--- config.mk ---
export PLATFORM = sky130hd
export DESIGN_NAME = compare_sequencer
export DESIGN_NICKNAME = d
export VERILOG_FILES = /design/src/rtl/compare_sequencer.sv
export SDC_FILE = /design/constraint.sdc
export NUM_CORES = 1
export LEC_CHECK = 0
export CORE_MARGIN = 10
export CORE_UTILIZATION = 47
export CTS_BUF_LIST = sky130_fd_sc_hd__clkbuf_4 sky130_fd_sc_hd__clkbuf_8
export DETAILED_ROUTE_END_ITERATION = 12
export GPL_TIMING_DRIVEN = 0
export PLACE_DENSITY = 0.78
export SYNTH_ARGS = -nofsm -noshare
export SYNTH_HDL_FRONTEND = slang
export SYNTH_SLANG_ARGS = --single-unit
--- constraint.sdc ---
create_clock -name clk -period 1.63 [get_ports clk]
set_input_delay 0.2445 -clock clk [delete_from_list [all_inputs] [get_ports clk]]
set_output_delay 0.2445 -clock clk [all_outputs]
set_load 0.005 [all_outputs]
--- src/rtl/compare_sequencer.sv ---
// Drives operand pairs into an external combinational equality comparator, samples its
// result one cycle later and returns it over a valid/ready port, with saturating counters.
module compare_sequencer #(
    parameter int unsigned WIDTH = 4,
    parameter int unsigned CNT_W = 8
) (
    input  logic             clk,
    input  logic             rst_n,
    input  logic             in_valid,
    output logic             in_ready,
    input  logic [WIDTH-1:0] in_a,
    input  logic [WIDTH-1:0] in_b,
    output logic [WIDTH-1:0] A,
    output logic [WIDTH-1:0] B,
    input  logic             equal,
    output logic             res_valid,
    input  logic             res_ready,
    output logic             res_equal,
    output logic [CNT_W-1:0] pair_count,
    output logic [CNT_W-1:0] match_count
);

    typedef enum logic [1:0] {
        StIdle,
        StDrive,
        StResult
    } state_e;

    localparam logic [CNT_W-1:0] CntMax = '1;

    state_e           state_q;
    logic             in_ready_q;
    logic             res_valid_q;
    logic [WIDTH-1:0] a_q;
    logic [WIDTH-1:0] b_q;
    logic             res_equal_q;
    logic [CNT_W-1:0] pair_count_q;
    logic [CNT_W-1:0] match_count_q;

    function automatic logic [CNT_W-1:0] sat_inc(input logic [CNT_W-1:0] v);
        return (v == CntMax) ? v : v + CNT_W'(1);
    endfunction

    // Handshake flags are registered alongside the state so they never depend
    // combinationally on in_valid or res_ready.
    always_ff @(posedge clk) begin
        if (!rst_n) begin
            state_q       <= StIdle;
            in_ready_q    <= 1'b1;
            res_valid_q   <= 1'b0;
            a_q           <= '0;
            b_q           <= '0;
            res_equal_q   <= 1'b0;
            pair_count_q  <= '0;
            match_count_q <= '0;
        end else begin
            case (state_q)
                StIdle: begin
                    if (in_valid) begin
                        a_q        <= in_a;
                        b_q        <= in_b;
                        in_ready_q <= 1'b0;
                        state_q    <= StDrive;
                    end
                end
                StDrive: begin
                    // Comparator has had a full cycle to settle on a_q/b_q.
                    res_equal_q  <= equal;
                    pair_count_q <= sat_inc(pair_count_q);
                    if (equal) begin
                        match_count_q <= sat_inc(match_count_q);
                    end
                    res_valid_q <= 1'b1;
                    state_q     <= StResult;
                end
                StResult: begin
                    if (res_ready) begin
                        res_valid_q <= 1'b0;
                        in_ready_q  <= 1'b1;
                        state_q     <= StIdle;
                    end
                end
                default: begin
                    res_valid_q <= 1'b0;
                    in_ready_q  <= 1'b1;
                    state_q     <= StIdle;
                end
            endcase
        end
    end

    assign in_ready    = in_ready_q;
    assign res_valid   = res_valid_q;
    assign A           = a_q;
    assign B           = b_q;
    assign res_equal   = res_equal_q;
    assign pair_count  = pair_count_q;
    assign match_count = match_count_q;

endmodule

**Yosys cells after proc, flatten, opt, wreduce, memory -nomap -nowiden**

Cells that the tools add are included.

- Logic and storage cells: 35
- Output and inout bits: 27
- Register bits: 29
- Bits of input ports: 13

- Reduce and logical (&&, ||, !) cells: 7
- Equality and inequality tests: 6
- Add/subtract/negate cells: 2
- Mux-type cells: 8
- Bitwise gates (word level): 4

Operators with widths:

| kind | number |
|---|---|
| 8-bit by 1-bit adder with 8-bit output, second input constant | 2 |
| 8-bit equality test, second input constant | 2 |
| 2-bit AND reduction | 4 |
| 1-bit one-hot mux with 3 select lines | 2 |
| 2-bit one-hot mux with 3 select lines | 1 |
| 3-bit AND reduction | 2 |
| 2-bit two-way mux | 2 |
| 2-bit != test, second input constant | 2 |
| 1-bit inverter | 4 |
| 1-bit two-way mux | 3 |
| 2-bit by 1-bit equality test with 1-bit output, second input constant | 1 |
| 2-bit equality test, second input constant | 1 |
| 2-bit zero test | 1 |

**Longest topological paths before layout**

Gate-level depths: netlist of run 1.

- Depth in word-level cells: 3
- Gate-level depth with buffers: 5
- Gate-level depth less buffers: 4

**Least setup slack after synthesis of run 1**

Ideal clock, no wire load.

- Path kind: register to register
- Start point: reg match_count_q[0] (netlist: match_count[0])
- End point: reg match_count_q[6] (netlist: match_count[6])
- Data arrival time: 1.253 ns
- Setup time: 0.072 ns
- Buffers on the path: 0
- Cell stages (with the launch flop): 5
- Path slack: 0.305 ns
- Period minus slack after synthesis: 1.325 ns
- Data required time: 1.558 ns
- Cell sequence: dfxtp_1 -> ha_1 -> nand4b_1 -> nor4_1 -> mux2i_1

- Cells in the longest elaborated chain, start to end: 3
- Elaborated cells between the ends (all ways): 4
- Classes of those cells: 1 x add/sub; 1 x eq/ne; 1 x bitwise; 1 x reduce/logical

Ends and longest elaborated chain:

| what | RTL line | text |
|---|---|---|
| start, declared | 38 | `logic [CNT_W-1:0] match_count_q;` |
| start signal, assigned | 71 | `match_count_q <= sat_inc(match_count_q);` |
| branches (longest 3 deep; another with 8-bit by 1-bit adder with 8-bit output) | - |  |

Parallel ways; which one is timed is not known.
A chain may end at the register's enable or synchronous reset.

**Worst setup path in the final report of run 1**

- Start point: reg match_count_q[0] (netlist: match_count[0])
- End point: out match_count[0]

RTL lines:

| what | RTL line | text |
|---|---|---|
| end, declared | 20 | `output logic [CNT_W-1:0] match_count` |

No word-level cell between the ends.

==> results.json, run 1 <==
{
  "gp_congestion": 0.838,
  "max_freq_mhz": 632,
  "power.density_nw_per_um2": 762,
  "ios": 40,
  "post-route-period-util": 0.970,
  "synth_largest_area_cell": "dfxtp_1",
  "dr_total_vias": 1230,
  "n_antenna_cell": 0,
  "yosys.area_share.simple": 0.236,
  "maxCapViolations": 0,
  "grt_pass1_wl_um": 5660,
  "ys_types": 33,
  "relSlewSlack": 0.697,
  "drv_slew": 0,
  "hp-class": "flip-flop to flip-flop",
  "grt.overflow.total": 0,
  "totalWireLength_um": 3410,
  "internal_power_mw": 1.06,
  "critical_path_class": "flip-flop to output port",
  "cpMaxStageDelayCell": "clkdlybuf4s50_1",
  "crit_path_end_kind": "output port",
  "rsz0062_at_grt": "false",
  "synth_xor_area_frac": 0,
  "path_delay_family": "buffers and inverters",
  "total_power_mw": 1.38,
  "grt_usage": 0.132,
  "synth_commonest_cells": "dfxtp_1 (29), mux2i_1 (13), nor2_1 (12)",
  "setup_viol": 0,
  "cp.arrival_ns": 1.34,
  "fillerInstances": 235,
  "fin_tns_setup_ns": 0,
  "start_util": 0.484,
  "dp_hpwl_um": 2620,
  "worstPathCellList": "clkdlybuf4s50_1",
  "nets": 200,
  "cts_buffer_depth": 2,
  "yosysWarnings": 0,
  "postLayoutCoreUtil": 0.668,
  "via_per_inst": 5.69,
  "worst_ep_required_time_ns": 1.39,
  "cp-start-kind": "flip-flop",
  "yosysMostFrequentCell": "dfxtp_1",
  "worst_clock_skew_ns": 0.00475,
  "hold_buffers": 0,
  "die_h_um": 72.8,
  "grt_max_degree": 11,
  "synth_fa_ha_area_frac": 0.0191,
  "tightest_slew_ns": 0.455,
  "status": "complete, no violations",
  "die_area_um2": 5310,
  "async_flop_share": 0,
  "finalNonFillerCells": 216,
  "cp_max_fo": 7,
  "leakage_nw": 0.664,
  "hold_violations": 0,
  "switching_share": 0.233,
  "port_buffers": 39,
  "routedWlPerCell_um": 15.8,
  "die_w_um": 72.8,
  "synth_mux_area_frac": 0.0991,
  "comb_power_share": 0.126,
  "initialDrtViolationCount": 134,
  "grt_pass1_vias": 1234,
  "fin_crit_ns": 1.58,
  "seq_power_share": 0.547,
  "clk_latency_ns": 0.32,
  "synth-edff-count": 0,
  "crit_buf_inv": 1,
  "synth_top_family_by_area": "simple AND/OR/NAND/NOR gates",
  "cts_buffers": 5,
  "syn-num-nets": 154,
  "area_growth_pct": 37.9,
  "ys_ff_latch": 29,
  "cts_sinks": 29,
  "cts_tree": "yes",
  "ys_seq_area_frac": 0.442,
  "p_switching_mw": 0.321,
  "synth_area_um2": 1310,
  "synth.area.top_cells": "dfxtp_1 (44%), mux2i_1 (9.9%), a211oi_1 (5.7%)",
  "drive_gt1_frac": 0.119,
  "antenna_found_initial": 0,
  "synth_compound_area_frac": 0.170,
  "place_inst": 209,
  "drcViolationCount": 0,
  "clock-root-buffer": "clkbuf_4",
  "placeableCoreArea_um2": 2710,
  "drt_pass1_iterations": 4,
  "synth_ff_type": "dfxtp_1",
  "slowest_delay_ns": 0.56,
  "ir_drop_v": 0.000625,
  "pwr-share-clk": 0.327,
  "synth_top_area_frac": 0.442,
  "core.rowCount": 19,
  "htreeDepth": 2,
  "syn_inst": 139,
  "clkTransAtPathRegs_ns": 0.09,
  "final_antenna_net_count": 0,
  "synth.avg_cell_area_um2": 9.44,
  "fin_hold_ws_ns": 0.491
}
## flip-flops by register name (all words and copies together) (netlist names)
signal,flops
match_count,8
pair_count,8
A,4
B,4
state_q,2
in_ready,1
res_equal,1
res_valid,1
## routing by layer
metal / wire length [um] / GRT usage / share of wire / up-vias
met5: 0 / 0 / 0 / -
met4: 89 / 0.0717 / 0.026 / 0
met3: 369 / 0.0694 / 0.11 / 10
met2: 1580 / 0.213 / 0.46 / 49
met1: 1370 / 0.135 / 0.40 / 560
li1: - / - / - / 611
## metrics by stage
stage | area [um2] | setup slack (ns)
2_1_floorplan | 1310 | 0.305
3_3_place_gp | 1740 | -0.0138
4_1_cts | 1800 | 0.00624
6_report | 1810 | 0.0483
5_1_grt | 1810 | 0.0116
3_5_place_dp | 1740 | -0.000742
## repair_timing
item / in CTS / in global routing
gates resized for setup: 0 / 6
endpoints found under the setup margin: 0 / 6
buffers inserted: 0 / 0
## logic make-up after synthesis
kind of cell	after synthesis
muxes	13
DFF	29
buffers and inverters	10
AOI/OAI and AO/OA	32
and+or+nand+nor	53
adders and majority gates	2
## worst reg2reg max path, cell delays in order, from the launching register on
cell and delay (ns):
dfxtp_1 0.46, ha_2 0.29, nand4b_1 0.16, nor4_1 0.25
mux2i_1 0.22
## layout make-up
class                           instances  area [um2]  share of cell area
Clock buffer                            7        58.8              0.0325
Tap cell                               31        38.8              0.0214
Inverter                                3        11.3             0.00622
Sequential cell                        29         586               0.323
Buffer                                  7        32.5              0.0180
Timing Repair Buffer                   39         390               0.216
Multi-Input combinational cell        100         693               0.383
## cells in the final DEF, fill, tap and decap left out, types with 2 or more instances in the layout
cell	netlist	routed
o21ai_0	2	2
dfxtp_1	29	25
o21a_1	2	2
nor3_1	4	4
buf_2	2	2
a211oi_1	10	10
nand3_1	4	4
inv_1	3	3
and3_1	4	4
nor2_1	12	12
and4_1	3	3
and4b_2	2	2
a41oi_1	4	4
nand4_1	3	3
ha_2	0	2
mux2i_1	13	13
a21oi_1	10	10
dfxtp_2	0	4
clkbuf_4	0	6
clkbuf_1	4	4
nand2_1	9	9
nand2b_1	4	4
clkdlybuf4s50_1	0	39
## path summary, 6_finish.rpt
kind	startpoint	end	slack [ns]	cells past startpoint
setup / recovery	match_count[0]$_SDFFE_PN0P_	match_count[0]	0.05	1
hold / removal	res_equal$_SDFFE_PN0P_	res_equal$_SDFFE_PN0P_	0.49	2
hold reg to reg	res_equal$_SDFFE_PN0P_	res_equal$_SDFFE_PN0P_	0.49	2
setup reg to reg	match_count[0]$_SDFFE_PN0P_	match_count[6]$_SDFFE_PN0P_	0.18	4
## power groups by stage
stage	Sequential [mW]	Clock (mW)	Combinational (mW)
3_3_place_gp	0.768	0	0.170
6_report	0.754	0.451	0.173
3_5_place_dp	0.770	0	0.175
4_1_cts	0.754	0.464	0.176
2_1_floorplan	0.769	0	0.0776
5_1_grt	0.759	0.496	0.192
Power figures use the tool's default switching activity.
==> run 2: changes to the inputs <==
Settings changed: CORE_ASPECT_RATIO set to 1.1, HOLD_SLACK_MARGIN set to 0.03.
==> results.json, run 2 (synthesis gave the netlist of run 1 again) <==
{
  "status": "complete, no violations",
  "nets": 200,
  "holdPathEnd": "A[2]$_SDFFE_PN0P_",
  "routedWlPerCell_um": 15.3,
  "worst_ep_required_time_ns": 1.39,
  "min_delay_path_depth": 2,
  "cp-start-kind": "flip-flop",
  "die_h_um": 75.4,
  "cts_buffer_depth": 2,
  "fillerInstances": 220,
  "ir_drop_v": 0.000546,
  "fin_crit_ns": 1.56,
  "grt_pass1_wl_um": 5540,
  "worst_clock_skew_ns": 0.00385,
  "area_growth_pct": 38.8,
  "post-route-period-util": 0.956,
  "totalWireLength_um": 3330,
  "crit_path_end_kind": "output port",
  "die_area_um2": 5310,
  "clkTransAtPathRegs_ns": 0.08,
  "seqCellArea_um2": 588,
  "max_freq_mhz": 642,
  "place_inst": 211,
  "cp.arrival_ns": 1.31,
  "grt_pass1_vias": 1209,
  "grt.overflow.total": 0,
  "final_cell_mix": "clkdlybuf4s50_1 (39), dfxtp_1 (23), mux2i_1 (13)",
  "gp_congestion": 0.812,
  "crit_buf_inv": 1,
  "critical_path_class": "flip-flop to output port",
  "dr_total_vias": 1224,
  "worstPathCellList": "clkdlybuf4s50_1",
  "drv_slew": 0,
  "layout_commonest_cell": "clkdlybuf4s50_1",
  "r2r_start": "match_count[0]$_SDFFE_PN0P_",
  "fin_hold_ws_ns": 0.504,
  "rsz0062_at_grt": "false",
  "clk_latency_ns": 0.32,
  "cts_buffers": 5,
  "layout_setup_ws_ns": 0.0717,
  "comb_power_share": 0.126,
  "ios": 40,
  "seq_power_share": 0.547,
  "relSlewSlack": 0.702,
  "cp.depth": 1,
  "internal_power_mw": 1.06,
  "die_w_um": 70.4,
  "setup_viol": 0,
  "leakage_nw": 0.665,
  "start_util": 0.481,
  "final_antenna_net_count": 0,
  "cts_sinks": 29,
  "path_delay_family": "buffers and inverters",
  "maxCapViolations": 0,
  "drcViolationCount": 0,
  "cts_tree": "yes",
  "hp-class": "flip-flop to flip-flop",
  "grt_usage": 0.128,
  "r2r_cells": 4,
  "clock-root-buffer": "clkbuf_4",
  "core.rowCount": 20,
  "initialDrtViolationCount": 131,
  "placeableCoreArea_um2": 2730,
  "antenna_found_initial": 0,
  "dp_hpwl_um": 2580,
  "tightest_slew_ns": 0.447,
  "p_switching_mw": 0.321,
  "multiInputGateArea_um2": 699,
  "hold_buffers": 0,
  "total_power_mw": 1.38,
  "pwr-share-clk": 0.327,
  "via_per_inst": 5.61,
  "r2r_slack_ns": 0.21,
  "cpMaxStageDelayCell": "clkdlybuf4s50_1",
  "holdCritStartpoint": "A[2]$_SDFFE_PN0P_",
  "switching_share": 0.233,
  "r2r-end": "match_count[6]$_SDFFE_PN0P_",
  "hold_violations": 0,
  "power.density_nw_per_um2": 757,
  "cts_setup_buffers": 0,
  "drive_gt1_frac": 0.135,
  "grt_max_degree": 11,
  "n_antenna_cell": 0,
  "cts_resized": 0,
  "cp_max_fo": 7,
  "pre_cts_ws_ns": -0.0445,
  "htreeDepth": 2,
  "drt_pass1_iterations": 4,
  "port_buffers": 39,
  "finalNonFillerCells": 218,
  "slowest_delay_ns": 0.55,
  "fin_tns_setup_ns": 0
}
==> run 2: cell counts in the layout (fill, tap and decap cells not counted) <==
No cell type changed its count.
==> run 2: layer usage <==
metal  GRT usage  wire, um  up-vias
met5           0         0        -
met3      0.0768       323        6
li1            -         -      610
met4      0.0395        36        0
met1       0.128      1350      571
met2       0.222      1620       37
==> run 2: final cells by class <==
class,instances,area share
plain buffers,7,0.0179
clock buffers,7,0.0323
inverters,3,0.00618
multi-input cells,100,0.384
flip-flops and latches,29,0.323
well taps,33,0.0227
repair buffers,39,0.214
==> run 2: power by group through the flow <==
stage	sequential (mW)	combinational (mW)	clock, mW
after global placement	0.768	0.170	0
final	0.754	0.173	0.451
after global routing	0.758	0.192	0.499
after CTS	0.754	0.177	0.471
after detailed placement	0.771	0.175	0
after floorplan	0.769	0.0776	0
==> run 2: worst max path at each step <==
| stage | start | to | slack, ns |
|---|---|---|---|
| 6_report | match_count[3]$_SDFFE_PN0P_ | match_count[3] | 0.07 |
| 5_1_grt | pair_count[3]$_SDFFE_PN0P_ | pair_count[3] | 0.004 |
| 4_1_cts | match_count[2]$_SDFFE_PN0P_ | match_count[2] | 0.006 |
| 3_5_place_dp | equal | match_count[7]$_SDFFE_PN0P_ | -0.04 |
| 3_3_place_gp | equal | match_count[7]$_SDFFE_PN0P_ | 0.02 |
| 2_1_floorplan | match_count[0]$_SDFFE_PN0P_ | match_count[6]$_SDFFE_PN0P_ | 0.31 |
==> run 2: per-stage QoR <==
| step | util | area, um2 |
|---|---|---|
| after global placement | 0.639 | 1740 |
| after detailed placement | 0.639 | 1740 |
| after global routing | 0.668 | 1820 |
| after CTS | 0.661 | 1800 |
| final | 0.668 | 1820 |
| after floorplan | - | 1310 |
